`config.mk`:
```
export PLATFORM = sky130hd
export DESIGN_NAME = uart_frame_scheduler
export DESIGN_NICKNAME = d
export VERILOG_FILES = /design/src/rtl/uart_frame_scheduler.sv
export SDC_FILE = /design/constraint.sdc
export NUM_CORES = 1
export LEC_CHECK = 0
export CORE_UTILIZATION = 55
export CTS_BUF_LIST = sky130_fd_sc_hd__clkbuf_16
export CTS_CLUSTER_DIAMETER = 150
export DETAILED_ROUTE_END_ITERATION = 8
export DONT_BUFFER_PORTS = 1
export PLACE_DENSITY_LB_ADDON = 0.15
export SLEW_MARGIN = 20
export SYNTH_ARGS = -nofsm -noshare
export SYNTH_HDL_FRONTEND = slang
export SYNTH_SLANG_ARGS = --single-unit
export TNS_END_PERCENT = 10
```
`constraint.sdc`:
```
create_clock -name clk -period 10.25 [get_ports clk]
set_input_delay 2.05 -clock clk [delete_from_list [all_inputs] [get_ports clk]]
set_output_delay 2.05 -clock clk [all_outputs]
set_load 0.01 [all_outputs]
```
`src/rtl/uart_frame_scheduler.sv`:
```
// Frames a game-state snapshot as SYNC, SEQ, payload, CHECKSUM and feeds it byte by
// byte to uart_tx over a tx_start / tx_done_tick handshake, periodically or on demand.
module uart_frame_scheduler #(
    parameter int          PAYLOAD_BYTES  = 7,
    parameter int          PERIOD_CYCLES  = 1083333,
    parameter int          TIMEOUT_CYCLES = 32768,
    parameter logic [7:0]  SYNC_BYTE      = 8'hA5
) (
    input  logic                       clk,
    input  logic                       reset,
    input  logic                       enable,
    input  logic                       send_now,
    input  logic [8*PAYLOAD_BYTES-1:0] payload_in,
    input  logic                       tx_done_tick,
    output logic                       tx_start,
    output logic [7:0]                 tx_data,
    output logic                       busy,
    output logic                       frame_done,
    output logic                       tx_error,
    output logic [7:0]                 seq_out
);
    localparam int L  = PAYLOAD_BYTES + 3;
    localparam int IW = $clog2(L);
    localparam int PW = $clog2(PERIOD_CYCLES + 1);
    localparam int TW = $clog2(TIMEOUT_CYCLES + 1);
    localparam logic [IW-1:0] LAST = IW'(L - 1);
    localparam logic [PW-1:0] PMAX = PW'(PERIOD_CYCLES - 1);
    localparam logic [TW-1:0] TMAX = TW'(TIMEOUT_CYCLES - 1);

    typedef enum logic [1:0] {IDLE, SEND, WAIT} state_t;

    state_t                     state, state_nx;
    logic [PW-1:0]              timer;
    logic [TW-1:0]              tmo;
    logic [IW-1:0]              idx;
    logic [7:0]                 seq, acc, data_q, cur_byte;
    logic [8*PAYLOAD_BYTES-1:0] snap;
    logic                       pending, timer_wrap, trigger, capture;

    assign timer_wrap = enable && (timer == PMAX);
    assign trigger    = enable && (timer_wrap || send_now);
    assign capture    = (state == IDLE) && enable && pending;

    assign busy    = (state != IDLE);
    assign seq_out = seq;
    // tx_data is driven straight from the byte mux during SEND so it is valid with tx_start.
    assign tx_data = (state == SEND) ? cur_byte : data_q;

    always_comb begin
        cur_byte = snap[7:0];
        if (idx == '0)
            cur_byte = SYNC_BYTE;
        else if (idx == IW'(1))
            cur_byte = seq;
        else if (idx == LAST)
            cur_byte = acc;
        else
            for (int k = 0; k < PAYLOAD_BYTES; k++)
                if (idx == IW'(k + 2)) cur_byte = snap[8*k +: 8];
    end

    always_comb begin
        state_nx   = state;
        tx_start   = 1'b0;
        frame_done = 1'b0;
        tx_error   = 1'b0;
        case (state)
            IDLE: if (capture) state_nx = SEND;
            SEND: begin
                tx_start = 1'b1;
                state_nx = WAIT;
            end
            WAIT: begin
                if (tx_done_tick) begin
                    if (idx == LAST) begin
                        frame_done = 1'b1;
                        state_nx   = IDLE;
                    end else begin
                        state_nx = SEND;
                    end
                end else if (tmo == TMAX) begin
                    tx_error = 1'b1;
                    state_nx = IDLE;
                end
            end
            default: state_nx = IDLE;
        endcase
    end

    always_ff @(posedge clk or posedge reset) begin
        if (reset) begin
            state   <= IDLE;
            timer   <= '0;
            tmo     <= '0;
            idx     <= '0;
            seq     <= '0;
            acc     <= '0;
            data_q  <= '0;
            snap    <= '0;
            pending <= 1'b0;
        end else begin
            state <= state_nx;
            timer <= (!enable || timer_wrap) ? '0 : timer + PW'(1);

            // A trigger landing on the capture cycle keeps pending set for the next frame.
            if (!enable)      pending <= 1'b0;
            else if (capture) pending <= trigger;
            else              pending <= pending || trigger;

            if (frame_done) seq <= seq + 8'd1;

            case (state)
                IDLE: if (capture) begin
                    snap <= payload_in;
                    idx  <= '0;
                    acc  <= '0;
                end
                SEND: begin
                    data_q <= cur_byte;
                    tmo    <= '0;
                    if (idx != '0 && idx != LAST) acc <= acc ^ cur_byte;
                end
                WAIT: begin
                    if (tx_done_tick) begin
                        if (idx != LAST) idx <= idx + IW'(1);
                    end else begin
                        tmo <= tmo + TW'(1);
                    end
                end
                default: ;
            endcase
        end
    end
endmodule

```
After elaboration in Yosys (flattened, before gate mapping)
Index checks and enable logic that the tools add are counted.
W data, S select, Z words.

operators by class
  $add $sub $neg = 4
  muxes and demuxes = 34
  equal/unequal tests = 19
  bitwise logic cells = 1
  reduce and logical (&&, ||, !) cells = 21

operators with widths
  cell                     count
  $mux W8                  12
  $pmux W16 S2             1
  $add A21 B1 Y21 const B  1
  $eq A21 B21 Y1 const B   1
  $mux W21                 1
  $add A16 B1 Y16 const B  1
  $eq A16 B15 Y1 const B   1
  $eq A4 B3 Y1 const B     4
  $mux W16                 1
  $pmux W8 S2              1
  $mux W4                  3
  $mux W1                  10
  $add A8 B1 Y8 const B    1
  $eq A4 B4 Y1 const B     2
  $ne A2 B2 Y1 const B     4
  $pmux W4 S2              1
  $reduce_bool A2 Y1       4
  $xor A8 B8 Y8            1
  $mux W2                  3
  $pmux W2 S3              1
  $reduce_and A2 Y1        3
  $logic_and A1 B1 Y1      5
  $add A4 B1 Y4 const B    1
  $eq A4 B1 Y1 const B     1
  other kinds (13)         15

storage, ports and cells
  register bits after elaboration = 124
  logic and storage cells = 88
  output and inout bits = 20

Logic depth before layout (Yosys ltp)
  word-level depth = 13
  depth in mapped cells = 11
  gate-level depth less buffers = 8

Least setup slack after synthesis
No wires, ideal clock.

  path kind = input to output
  start = input port tx_done_tick
  end = output port tx_error
  required time = 8.200 ns
  cell stages on the path = 2
  data arrival time = 2.384 ns
  slack = 5.816 ns
  path through = nand2b_1 nor2_1

between the ends
  word-level cells in the longest chain between the ends = 2

RTL lines
  item             line  source
  start, declared  14    input logic tx_done_tick,
  $mux W1          74    if (tx_done_tick) begin
  $mux W1          67    case (state)
  end, declared    19    output logic tx_error,

No other way between the ends.

Worst setup path in the final report
  start = register idx[1]
  end = output port tx_data[1]

between the ends
  word-level cells in the longest chain between the ends = 11
  elaborated cells between the ends (all ways) = 19
  those cells by class = eq/ne (8); mux (10); reduce/logical (1)

RTL lines
  item                    line  source
  start, declared         35    logic [IW-1:0] idx;
  start signal, assigned  125   if (idx != LAST) idx <= idx + IW'(1);
  $eq A4 B2 Y1            59    if (idx == IW'(k + 2)) cur_byte = snap[8*k +: 8];
  $mux W8 (6 in series)   59
  $mux W8                 55    else if (idx == LAST)
  $mux W8                 53    else if (idx == IW'(1))
  $mux W8 (*)             51    if (idx == '0)
  $mux W8 (*)             n/a
  end, declared           16    output logic [7:0] tx_data,

Mark *: on every way between the ends. The rest lies on a longest branch, timed or not.

==> impl_metrics.yaml <==
logic_synthesis:
  ys_ff_latch: 124
  synth_cells: 760
  synth_cell_types: 63
  synth_nets: 829
  syn_avg_cell_area_um2: 8.69
  yosysSeqAreaShare: 0.470
  yosysWarnings: 0
  synthesis.area_um2: 6600
setup_path:
  rr_worst_depth: 5
  r2r-end: "data_q[3]"
  crit_fanout: 43
  path_cells: "inv_1, ha_1, buf_4, nand3b_1, o221a_2, o21ai_0, o22ai_1, o21ai_0"
  path_class: "flop to primary output"
  r2r_slack_ns: 7.60
  critPathLaunchType: "flop"
  worstSetupEndpoint: "tx_data[1]"
  cp.required_ns: 8.20
  crit_arrival_ns: 2.89
  critPathSlowestCell: "nand3b_1"
  crit_path_start: "idx[1]"
  end_kind: "primary output"
  critPathMaxStageDelay_ns: 0.46
  crit_top_cell: "o21ai_0"
  timing.rr.start: "idx[2]"
cts:
  worstSkewPairLatency_ns: 0.43
  clockRootBuffer: "clkbuf_16"
  clock_tree.buffer_depth: 2
  clock-sinks: 124
  cts_resized: 0
  ctsHoldBuffers: 0
  cts_buffers: 17
  htreeDepth: 4
  post-cts-setup-buffers: 0
  cts_tree: "yes"
  clkTransAtPathRegs_ns: 0.06
die:
  coreArea_um2: 11600
  die_area_um2: 12400
  rows: 39
  die_h_um: 112
  pin_count: 81
  start_util: 0.571
  die_w_um: 112
grt:
  met3_usage: 0.0789
  grt_pass1_wl_um: 26000
  grt_max_degree: 65
  busiest_layer: "met2"
  grtUsageTotal: 0.267
  met2_usage: 0.408
  grt.overflow.total: 0
  antenna_found_initial: 0
  met1_usage: 0.360
  first_global_vias: 5235
outcome:
  status: "complete, but fails checks"
  violations: "DRC"
min_path:
  min_path_type: "flop to flop"
timing:
  fin_crit_sh: 0.482
  period_needed_ns: 4.94
  clock-skew-final_ns: 0.00578
  worst_pin_slew_ns: 0.809
  whs_ns: 0.479
  timing.slew.headroom: 0.461
  drv_slew: 0
  clock.fmax_mhz: 202
  setup_viol: 0
  rsz0062_at_grt: "false"
  finalSetupTns_ns: 0
  final_hold_viol_count: 0
routing:
  drt-initial-drc-count: 410
  remaining_drc_errors: 6
  num_vias: 5336
  vias_per_cell: 5.95
  totalWireLength_um: 15700
  post_drt_wl_per_cell_um: 17.5
  antenna_left: 0
  firstDrtPassIters: 7
cells_and_area:
  syn_to_final_growth_pct: 9.34
  diodes: 0
  final_layout_size_suffix_gt1_frac: 0.0849
  final_nets: 810
  final_common_cell: "nand2_1"
  fin_util: 0.624
  final_cell_mix: "nand2_1 (201), dfrtp_1 (124), nor2_1 (49)"
power:
  power_leakage_nw: 3.27
  power_density_nw_per_um2: 291
  ir_worst_vdd_mv: 0.165
placement:
  gp_congestion: 0.860
  placement.io_buffers: 0
  place_hpwl_um: 10500
flow_run:
  cap_violations: 0
[through the flow]
| stage | instances | power, mW | cell area (um^2) | setup slack [ns] |
|---|---|---|---|---|
| after detailed placement | 865 | 1.45 | 6590 | 5.70 |
| final | 897 | 2.10 | 7220 | 5.31 |
| after floorplan | 760 | 1.29 | 6600 | 4.90 |
| after CTS | 897 | 2.10 | 7220 | 5.30 |
| after global routing | 897 | 2.23 | 7220 | 5.02 |
| after global placement | 865 | 1.43 | 6590 | 5.71 |
[state kept, by name, indices dropped and copies added, names as in the netlist]
name and flops:
seq_out 8, snap 56, acc 8, data_q 8, idx 4, tmo 16
state 2, timer 21, pending 1
[per-layer routing]
layer / part of all wire / wire [um]
met5: 0 / 0
met4: 0.020 / 318
met3: 0.063 / 986
met2: 0.46 / 7150
met1: 0.46 / 7250
[logic make-up after synthesis]
| family | count (synthesis) | synth area share |
|---|---|---|
| muxes | 4 | 0.00644 |
| and+or+nand+nor | 377 | 0.272 |
| adders and majority gates | 8 | 0.0152 |
| AOI/OAI and AO/OA | 156 | 0.152 |
| xor gates and xnor gates | 27 | 0.0358 |
| DFF | 124 | 0.470 |
| buffers and inverters | 64 | 0.0487 |
[worst max-delay path, delay by kind of cell, from the launching register on]
family,cells,cell delay [ns]
AND/OR/NAND/NOR,1,0.46
buffers and inverters,2,0.46
adder cells (fa/ha/maj),1,0.15
AO/OA/AOI/OAI,4,0.99
flip-flops,1,0.41
[power breakdown]
group	total, mW	switching, mW	internal [mW]
clock network	0.644	0.218	0.426
logic	0.686	0.435	0.251
registers	0.770	0.131	0.639
[cells in the mapped netlist, drive strengths merged]
| cell type | instances | area [um^2] |
|---|---|---|
| nand2 | 201 | 754 |
| dfrtp | 124 | 3100 |
| o21ai | 56 | 280 |
| nor2 | 52 | 203 |
| a21oi | 38 | 216 |
| buf | 25 | 174 |
| nand3 | 21 | 110 |
| inv | 20 | 75.1 |
| clkbuf | 19 | 72.6 |
| xor2 | 18 | 158 |
| nand4 | 16 | 115 |
| nor2b | 15 | 93.8 |
| o211ai | 13 | 97.6 |
| nand3b | 10 | 75.1 |
| o31ai | 10 | 75.1 |
| nor3 | 9 | 45.0 |
| xnor2 | 9 | 78.8 |
| ha | 8 | 100 |
| a31oi | 7 | 43.8 |
| and3 | 7 | 45.1 |
| nand2b | 7 | 51.3 |
| nor4b | 7 | 67.6 |
| or2 | 6 | 37.5 |
| or3 | 6 | 37.5 |
| a21o | 5 | 37.5 |
| and2 | 5 | 31.3 |
| and4 | 5 | 46.3 |
| nor4 | 5 | 31.3 |
| a2111oi | 4 | 47.6 |
| nor3b | 4 | 41.3 |
| o221ai | 4 | 41.3 |
| o22ai | 4 | 25.0 |
| o221a | 3 | 33.8 |
| o311ai | 3 | 26.3 |
| mux2 | 2 | 22.5 |
| mux2i | 2 | 20.0 |
| o2111a | 2 | 22.5 |
| o2bb2ai | 2 | 17.5 |
| a211oi | 1 | 7.51 |
| a22o | 1 | 8.76 |
| a2bb2oi | 1 | 8.76 |
| o2111ai | 1 | 8.76 |
| o21bai | 1 | 7.51 |
| or4 | 1 | 7.51 |
[cell type report]
type	instances	area [um^2]
Fill cell	983	4350
Multi-Input combinational cell	572	3190
Inverter	20	77.6
Clock buffer	17	425
Clock inverter	15	204
Timing Repair Buffer	6	45.0
Tap cell	143	179
Sequential cell	124	3100
[how the worst min path moves through the flow]
stage	start	to	depth (start not counted)
floorplan	snap[22]	snap[22]	2
CTS	acc[6]	acc[6]	1
global placement	snap[22]	snap[22]	2
global route	acc[6]	acc[6]	1
finish	snap[12]	snap[12]	2
detailed placement	snap[12]	snap[12]	2
No activity file was read; power rests on OpenSTA's default activity.
